$ cat src/rtl/sar_pkg.sv
// Shared state encoding and default sizing for the multi-channel SAR controller.
package sar_pkg;

  localparam int SAR_STW       = 2;
  localparam int SAR_NBITS_DEF = 8;
  localparam int SAR_NSAMP_DEF = 2;

  typedef enum logic [SAR_STW-1:0] {
    IDLE = 2'd0,
    SAMP = 2'd1,
    CONV = 2'd2,
    DONE = 2'd3
  } sar_state_t;

endpackage

$ cat src/rtl/sar_bit_engine.sv
// Successive-approximation search engine: one NBITS binary search per start pulse.
// Latency: NBITS cycles from the start edge; fin flags the last trial cycle.
// Backpressure: none, the controller owns pacing; trial is zero whenever idle.
module sar_bit_engine
  import sar_pkg::*;
#(
  parameter int NBITS = SAR_NBITS_DEF
) (
  input  logic             clk,
  input  logic             rstn,
  input  logic             start,
  input  logic             cmp,
  output logic [NBITS-1:0] trial,
  output logic [NBITS-1:0] code_nxt,
  output logic             fin
);

  logic [NBITS-1:0] code;
  logic [NBITS-1:0] bitm;
  logic             active;

  // code_nxt is the code as it will stand after this cycle's decision.
  assign code_nxt = code | (cmp ? bitm : '0);
  assign fin      = active & bitm[0];
  assign trial    = active ? (code | bitm) : '0;

  always_ff @(posedge clk) begin
    if (!rstn) begin
      code   <= '0;
      bitm   <= '0;
      active <= 1'b0;
    end else if (start) begin
      code   <= '0;
      bitm   <= {1'b1, {(NBITS-1){1'b0}}};
      active <= 1'b1;
    end else if (active) begin
      code <= code_nxt;
      bitm <= bitm >> 1;
      if (bitm[0]) active <= 1'b0;
    end
  end

endmodule

$ cat src/rtl/sar_logic_mc.sv
// Multi-channel SAR scan controller; SAR_AVG_EN averages 2^AVG_LOG2 passes per channel.
// Latency: NSAMP+NBITS cycles from GO sample to VALID; channel period NSAMP+NBITS+1.
// Backpressure: none; VALID is a one-cycle pulse and DATA holds until the next one.
module sar_logic_mc
  import sar_pkg::*;
#(
  parameter int NBITS    = SAR_NBITS_DEF,
  parameter int NCH      = 4,
  parameter int CHW      = 2,
  parameter int NSAMP    = SAR_NSAMP_DEF,
  parameter int AVG_LOG2 = 2
) (
  input  logic             clk,
  input  logic             rstn,
  input  logic             go,
  input  logic             cont,
  input  logic [NCH-1:0]   ch_mask,
  input  logic             cmp,
  output logic             sample,
  output logic [CHW-1:0]   ch_sel,
  output logic [NBITS-1:0] resultp,
  output logic [NBITS-1:0] resultn,
  output logic [NBITS-1:0] data,
  output logic [CHW-1:0]   data_ch,
  output logic             valid,
  output logic             busy
);

  localparam int SCW = (NSAMP > 1) ? $clog2(NSAMP) : 1;

  if (NBITS < 2 || NCH < 1 || NSAMP < 1 || AVG_LOG2 < 0 || CHW < 1) begin : g_bad_param
    $error("sar_logic_mc: illegal parameter set");
  end

  sar_state_t       state;
  logic [SCW-1:0]   scnt;
  logic [NCH-1:0]   mask_q;
  logic             eng_start;
  logic             eng_fin;
  logic [NBITS-1:0] eng_code;
  logic             nxt_hit;
  logic [CHW-1:0]   nxt_ch;
  logic [CHW-1:0]   first_ch;

`ifdef SAR_AVG_EN
  localparam int ACCW = NBITS + AVG_LOG2;
  localparam int PW   = (AVG_LOG2 > 0) ? AVG_LOG2 : 1;
  localparam logic [PW-1:0] PASS_LAST = PW'((1 << AVG_LOG2) - 1);
  logic [ACCW-1:0] acc;
  logic [ACCW-1:0] acc_nxt;
  logic [PW-1:0]   pass;
  assign acc_nxt = acc + ACCW'(eng_code);
`endif

  // The search starts on the edge that ends the last sample cycle.
  assign eng_start = (state == SAMP) && (scnt == SCW'(NSAMP - 1));
  assign resultn   = ~resultp;

  sar_bit_engine #(.NBITS(NBITS)) u_eng (
    .clk      (clk),
    .rstn     (rstn),
    .start    (eng_start),
    .cmp      (cmp),
    .trial    (resultp),
    .code_nxt (eng_code),
    .fin      (eng_fin)
  );

  // Next higher enabled channel of the latched mask, and lowest enabled one of the live mask.
  always_comb begin
    nxt_hit  = 1'b0;
    nxt_ch   = '0;
    first_ch = '0;
    for (int i = 0; i < NCH; i++) begin
      if (mask_q[i] && (i > int'(ch_sel)) && !nxt_hit) begin
        nxt_hit = 1'b1;
        nxt_ch  = CHW'(i);
      end
    end
    for (int i = NCH - 1; i >= 0; i--) begin
      if (ch_mask[i]) first_ch = CHW'(i);
    end
  end

  always_ff @(posedge clk) begin
    if (!rstn) begin
      state   <= IDLE;
      scnt    <= '0;
      mask_q  <= '0;
      ch_sel  <= '0;
      sample  <= 1'b0;
      data    <= '0;
      data_ch <= '0;
      valid   <= 1'b0;
      busy    <= 1'b0;
`ifdef SAR_AVG_EN
      acc     <= '0;
      pass    <= '0;
`endif
    end else begin
      valid <= 1'b0;
      case (state)
        IDLE: begin
          if (go && (ch_mask != '0)) begin
            mask_q <= ch_mask;
            ch_sel <= first_ch;
            state  <= SAMP;
            sample <= 1'b1;
            scnt   <= '0;
            busy   <= 1'b1;
          end
        end
        SAMP: begin
          if (scnt == SCW'(NSAMP - 1)) begin
            state  <= CONV;
            sample <= 1'b0;
          end else begin
            scnt <= scnt + SCW'(1);
          end
        end
        CONV: begin
          if (eng_fin) begin
`ifdef SAR_AVG_EN
            if (pass == PASS_LAST) begin
              state   <= DONE;
              data    <= acc_nxt[ACCW-1 -: NBITS];
              data_ch <= ch_sel;
              valid   <= 1'b1;
              acc     <= '0;
              pass    <= '0;
            end else begin
              acc    <= acc_nxt;
              pass   <= pass + PW'(1);
              state  <= SAMP;
              sample <= 1'b1;
              scnt   <= '0;
            end
`else
            state   <= DONE;
            data    <= eng_code;
            data_ch <= ch_sel;
            valid   <= 1'b1;
`endif
          end
        end
        DONE: begin
          if (nxt_hit) begin
            ch_sel <= nxt_ch;
            state  <= SAMP;
            sample <= 1'b1;
            scnt   <= '0;
          end else if (cont && (ch_mask != '0)) begin
            mask_q <= ch_mask;
            ch_sel <= first_ch;
            state  <= SAMP;
            sample <= 1'b1;
            scnt   <= '0;
          end else begin
            state <= IDLE;
            busy  <= 1'b0;
          end
        end
        default: state <= IDLE;
      endcase
    end
  end

endmodule

$ cat config.mk
export PLATFORM = sky130hd
export DESIGN_NAME = sar_logic_mc
export DESIGN_NICKNAME = d
export VERILOG_FILES = /design/src/rtl/sar_pkg.sv /design/src/rtl/sar_bit_engine.sv /design/src/rtl/sar_logic_mc.sv
export SDC_FILE = /design/constraint.sdc
export NUM_CORES = 1
export LEC_CHECK = 0
export CAP_MARGIN = 20
export CORE_ASPECT_RATIO = 1.25
export CORE_MARGIN = 5
export CORE_UTILIZATION = 52
export CTS_CLUSTER_DIAMETER = 80
export DETAILED_ROUTE_END_ITERATION = 12
export GPL_ROUTABILITY_DRIVEN = 0
export GPL_TIMING_DRIVEN = 1
export PLACE_DENSITY = 0.92
export SLEW_MARGIN = 20
export SYNTH_ARGS = -nofsm -noshare
export SYNTH_HDL_FRONTEND = slang
export SYNTH_SLANG_ARGS = --single-unit
export TNS_END_PERCENT = 100
$ cat constraint.sdc
create_clock -name clk -period 2.5 [get_ports clk]
set_input_delay 0.5 -clock clk [delete_from_list [all_inputs] [get_ports clk]]
set_output_delay 0.5 -clock clk [all_outputs]
set_load 0.01 [all_outputs]
==> results of run 1 <==
[registers in the layout, summed over array words and instances (netlist names)]
name and flops:
mask_q 3, u_eng.active 1, scnt 1, u_eng.bitm 8
ch_sel 2, u_eng.code 8, valid 1, sample 1
busy 1, data_ch 2, state 2, data 8
[where the power goes]
part	switching [uW]	leakage, uW	internal, uW	total [uW]
sequential	81.6	0.000308	676	758
combinational	332	0.000505	277	609
clock	217	0.0000482	222	440
[how the worst max path moves through the flow]
stage / start / end / slack [ns] / cells past startpoint
global placement: ch_mask[1] / state[0] / 0.18 / 6
CTS: u_eng.active / resultp[2] / 0.20 / 4
detailed placement: ch_mask[1] / state[0] / 0.12 / 6
finish: u_eng.active / resultp[2] / 0.22 / 4
floorplan: u_eng.active / resultp[0] / 0.68 / 4
global route: u_eng.active / resultp[2] / 0.13 / 4
[worst max-delay path, delay by kind of cell (launching register included)]
kind,cells,cell delay [ns]
DFF,1,0.53
AOI/OAI and AO/OA,1,0.13
buffers and inverters,3,0.82
[layout by cell type (no fill, tap or decap)]
master | netlist | layout
nand4_1 | 2 | 2
dfxtp_1 | 38 | 38
nand3_1 | 5 | 5
nand2_1 | 10 | 10
a211oi_1 | 9 | 9
a21o_1 | 1 | 1
clkbuf_1 | 8 | 1
buf_4 | 0 | 1
nor2b_1 | 3 | 3
o311ai_0 | 1 | 1
a21boi_4 | 1 | 1
o32ai_1 | 1 | 1
a31oi_1 | 1 | 1
nor3_1 | 1 | 1
nor2_1 | 30 | 30
and3_1 | 2 | 2
a31o_2 | 1 | 1
inv_1 | 14 | 14
o22ai_1 | 1 | 1
or4_4 | 1 | 1
mux2i_1 | 10 | 10
o31ai_1 | 1 | 1
o21ai_0 | 16 | 16
nor3b_1 | 1 | 1
buf_12 | 0 | 1
ha_1 | 5 | 5
o211a_1 | 1 | 1
nand2b_1 | 3 | 3
a221oi_2 | 2 | 2
o211ai_1 | 1 | 1
o21bai_1 | 1 | 1
a311oi_2 | 1 | 1
a31oi_2 | 1 | 1
a21oi_1 | 23 | 23
and3_4 | 1 | 1
and2_1 | 2 | 2
clkdlybuf4s50_1 | 0 | 39
clkbuf_8 | 0 | 6
clkinv_2 | 0 | 1
[per-layer routing]
metal  up-vias  wire [um]  track usage [%]
li1        778          -                -
met1       740       1790             24.5
met2        57       2140             34.6
met3         8        279             4.69
met4         0         61             12.7
met5         -          0                0
[layout make-up]
cell class	count	area, um^2
Fill cell	248	960
Multi-Input combinational cell	139	866
Sequential cell	38	761
Timing Repair Buffer	41	418
Clock buffer	7	86.3
Inverter	14	52.6
Tap cell	37	46.3
Clock inverter	1	5.00
[through the flow]
stage	power, uW	utilization (%)	instance area, um^2	hold WS, ns	cells
after floorplan	1180	-	1720	0.454	201
after global placement	1350	67.1	2140	0.466	269
after detailed placement	1370	67.1	2140	0.476	269
after CTS	1810	70.0	2230	0.486	277
after global routing	1920	70.0	2230	0.525	277
final	1810	70.0	2230	0.489	277
[logic make-up after synthesis]
family / after synthesis / share of synthesized area, %
adder cells (fa/ha/maj): 5 / 3.64
flip-flops: 38 / 44.3
AO/OA/AOI/OAI: 63 / 24.3
buffers and inverters: 24 / 5.32
multiplexers: 10 / 5.83
AND/OR/NAND/NOR: 61 / 16.6
==> run metrics, run 1 <==
slowest stage cell, crit path=clkdlybuf4s50_1; R2R setup slack=between 0.7 and 0.8 ns; Slew HR=between 50% and 60%; number of I/O pins=40; post-synthesis sequential area ratio=roughly 44%; Die Span Y=74.3 um; via count=about 1600; Nets=about 250; final setup margin=around 0.22 ns; worst slack at placement=between 0.1 and 0.15 ns; count leader, synth=dfxtp_1; fin crit period=about 2.3 ns; r2r worst-path depth=6; cts bufs inserted=5; CP endpoint kind=primary output; final setup TNS=0 ns; Iteration-0 DRC Markers=about 120; unrepaired setup endpoints after global routing=false; Worst R2R Start=state[0]; grt ovf=0; Min-Delay Endpoint=busy; critical path cell sequence=buf_12 -> o21ai_0 -> inv_1 -> clkdlybuf4s50_1; Post-Syn Area=around 0.0017 mm^2; Final Cycle Share=between 90% and 100%; Clk pin slew, worst setup/hold paths=approximately 0.070 ns; Pleak=0.000862 uW; initial antenna violation count=0; reg-to-reg endpoint=ch_sel[1]; clock buffer depth=2; GRT Util Overall=21.0%; Hold Crit Class=flip-flop to flip-flop; vias in the first global route=between 1500 and 2000; syn_nets=~220; largest net degree at the start of global routing=22; status=completed; f_max=about 0.44 GHz; setup repair bufs after CTS=0; Synth cell types=36; detailed placement HPWL=~3000 um; CTS tree=yes; Synth Warn #=0; async set-reset flop share out of synthesis=0%; Slew Limit Fails=0; largest area contributor in the netlist=dfxtp_1; Setup CP Type=flip-flop to primary output; Tightest Pin Transition=0.653 ns; via/cell ratio=between 5 and 6; post_cts resized=0; proportion of layout cells with a drive suffix above 1=7.08%; final hold violations=0; largest stage delay on the critical path=~0.54 ns; die area=roughly 0.0046 mm^2; # diodes=0; max_cap viols=0; Rows=23; Starting Density=~54%; most common library cells after synthesis=dfxtp_1 (38), nor2_1 (30), a21oi_1 (23), o21ai_0 (16), inv_1 (14); Synth area leaders=dfxtp_1 (44%), a21oi_1 (6.7%), nor2_1 (6.6%), mux2i_1 (5.8%), o21ai_0 (4.7%); area of the core=0.00319 mm^2; H-tree Lvls=2; Synth Register Bits=38; Routed Antenna Nets=0; CP max FO=13; Worst Hold Path Cells=2; Die X=~60 um; wire length per cell=around 15 um; Remaining DRCs=0; VDD IR max=approximately 0.54 mV; power density cells=between 800 and 900 mW/mm^2; area growth from synthesis to layout=30.1%; min-delay src=busy; drt first pass iters=4; final setup fails=0; Post-synth top flop=dfxtp_1; critical path required time=2.00 ns; number of flops mapped to enable cells by yosys=0; Worst-Skew Late Latency=approximately 0.3 ns; Synth top area share=~44%; clock root buffer=clkbuf_8; clk_skew=just under 0.009 ns; final wirelength=around 4300 um; Port Buffers=39; worst path arrival time=approximately 1.8 ns; first-pass GRT wire length=7110 um; Post-CTS Hold Fix Bufs=0; Setup crit start kind=flip-flop; cells after synthesis=201; syn avg cell area=between 8 and 9 um^2; clock sink total=38
Note: power is estimated with default switching activity, not from simulation.
==> run 2: changes to the inputs <==
--- a/config.mk
+++ b/config.mk
@@ -8,13 +8,12 @@
 export CAP_MARGIN = 20
 export CORE_ASPECT_RATIO = 1.25
 export CORE_MARGIN = 5
-export CORE_UTILIZATION = 52
+export CORE_UTILIZATION = 49
 export CTS_CLUSTER_DIAMETER = 80
 export DETAILED_ROUTE_END_ITERATION = 12
 export GPL_ROUTABILITY_DRIVEN = 0
 export GPL_TIMING_DRIVEN = 1
-export PLACE_DENSITY = 0.92
-export SLEW_MARGIN = 20
+export PLACE_DENSITY = 0.88
 export SYNTH_ARGS = -nofsm -noshare
 export SYNTH_HDL_FRONTEND = slang
 export SYNTH_SLANG_ARGS = --single-unit
==> constraint.sdc (replaced) <==
create_clock -name clk -period 2.2 [get_ports clk]
set_input_delay 0.44 -clock clk [delete_from_list [all_inputs] [get_ports clk]]
set_output_delay 0.44 -clock clk [all_outputs]
set_load 0.01 [all_outputs]
==> run metrics, run 2 (synthesis results as in run 1) <==
most common cell after layout, fill and taps aside=clkdlybuf4s50_1 (unchanged); Die X=63.0 um (was 61.4 um); GRT Util Overall=16.9% (was 21.0%); Power Total=2290 uW (was 1810 uW); via/cell ratio=5.40 (was 5.71); post_cts resized=0 (unchanged); Iteration-0 DRC Markers=85 (was 116); Pleak=0.000925 uW (was 0.000862 uW); Hold Crit Class=flip-flop to flip-flop (unchanged); clock root buffer=clkbuf_8 (unchanged); Rows=24 (was 23); detailed placement HPWL=2890 um (was 3050 um); first-pass GRT wire length=6800 um (was 7110 um); Routed Antenna Nets=0 (unchanged); max_cap viols=0 (unchanged); CTS tree=yes (unchanged); die area=0.00480 mm^2 (was 0.00456 mm^2); Post-CTS Hold Fix Bufs=0 (unchanged); CP endpoint kind=primary output (unchanged); Die Span Y=76.2 um (was 74.3 um); number of I/O pins=40 (unchanged); Worst-Skew Late Latency=0.28 ns (was 0.30 ns); Slew HR=56.0% (was 56.4%); vias in the first global route=1492 (was 1589); clock buffer depth=2 (unchanged); CP max FO=18 (was 13); status=completed (unchanged); f_max=roughly 0.48 GHz; area growth from synthesis to layout=36.4% (was 30.1%); worst path arrival time=1.62 ns (was 1.78 ns); Starting Density=49.7% (was 53.8%); Final Cycle Share=a little over nine tenths; final setup fails=0 (unchanged); final hold violations=0 (unchanged); Nets=262 (was 253); H-tree Lvls=2 (unchanged); unrepaired setup endpoints after global routing=false (unchanged); drt first pass iters=4 (unchanged); wire length per cell=13.5 um (was 15.4 um); Setup crit start kind=flip-flop (unchanged); Tightest Pin Transition=0.660 ns (was 0.653 ns); via count=1554 (was 1583); power density cells=978 mW/mm^2 (was 808 mW/mm^2); Clk pin slew, worst setup/hold paths=0.07 ns (about the same); critical path required time=1.76 ns (was 2.00 ns); cts bufs inserted=5 (unchanged); initial antenna violation count=0 (unchanged); grt ovf=0 (unchanged); area of the core=0.00345 mm^2 (was 0.00319 mm^2); top flop regs=data (8), u_eng.bitm (8), u_eng.code (8) (unchanged); fin crit period=2.06 ns; # diodes=0 (unchanged); Setup CP Type=flip-flop to primary output (unchanged); most frequent cells in the layout=clkdlybuf4s50_1 (39), dfxtp_1 (38), nor2_1 (30), a21oi_1 (23), o21ai_0 (16) (unchanged); clock sink total=38 (unchanged); clk_skew=0.00524 ns (was 0.00871 ns); Port Buffers=39 (unchanged); final instance area=0.00234 mm^2 (was 0.00223 mm^2); proportion of layout cells with a drive suffix above 1=10.8% (was 7.08%); setup repair bufs after CTS=0 (unchanged); largest net degree at the start of global routing=22 (unchanged); dpl cell area=0.00220 mm^2 (was 0.00214 mm^2); Slew Limit Fails=0 (unchanged); final wirelength=3900 um (was 4270 um); Remaining DRCs=0 (unchanged); VDD IR max=0.640 mV (was 0.537 mV)
run 2: layout make-up:
cell class / count / area, um^2
Fill cell: 289 / 1110
Multi-Input combinational cell: 139 / 866
Sequential cell: 38 / 761
Timing Repair Buffer: 50 / 473
Clock buffer: 6 / 82.6
Clock inverter: 2 / 60.1
Inverter: 14 / 52.6
Tap cell: 39 / 48.8
run 2: worst paths after layout:
path                                    start             to  slack, ns  cells past startpoint
worst max-delay path             u_eng.active     resultp[0]       0.14                      4
worst min-delay path            u_eng.code[4]  u_eng.code[4]       0.49                      2
worst max register to register       state[1]      ch_sel[1]       0.40                      5
worst min register to register  u_eng.code[4]  u_eng.code[4]       0.49                      2
run 2: metal layers:
layer  share of wire, %  vias to the layer above  global-route usage, %
met5                  0                        -                      0
met4               0.26                        0                   4.46
met3                4.3                        2                   4.42
met2                 51                       43                   29.4
met1                 44                      713                   20.4
li1                   -                      796                      -
run 2: through the flow:
stage	utilization (%)	TNS [ns]	setup slack (ns)	std cells	hold WS, ns
2_1_floorplan	-	0	0.436	201	0.454
3_3_place_gp	63.7	0	0.00101	280	0.466
3_5_place_dp	63.7	-0.0509	-0.0305	280	0.477
4_1_cts	67.9	0	0.153	288	0.496
5_1_grt	67.9	0	0.0466	288	0.522
6_report	67.9	0	0.136	288	0.490
run 2: power breakdown:
| part | total (uW) | internal, uW | switching, uW |
|---|---|---|---|
| logic | 716 | 340 | 376 |
| registers | 852 | 768 | 83.1 |
| clock network | 724 | 484 | 240 |
run 2: worst max-delay path, stage by stage (launching register included):
cell	delay (ns)
dfxtp_1	0.31
buf_4	0.22
o21ai_0	0.19
inv_1	0.09
clkdlybuf4s50_1	0.53
==> run 3: changes to the inputs <==
--- a/config.mk
+++ b/config.mk
@@ -5,7 +5,6 @@
 export SDC_FILE = /design/constraint.sdc
 export NUM_CORES = 1
 export LEC_CHECK = 0
-export CAP_MARGIN = 20
 export CORE_ASPECT_RATIO = 1.25
 export CORE_MARGIN = 5
 export CORE_UTILIZATION = 49
==> results of run 3 <==
Same layout as run 2: the final DEF is identical, and so are final timing and power.
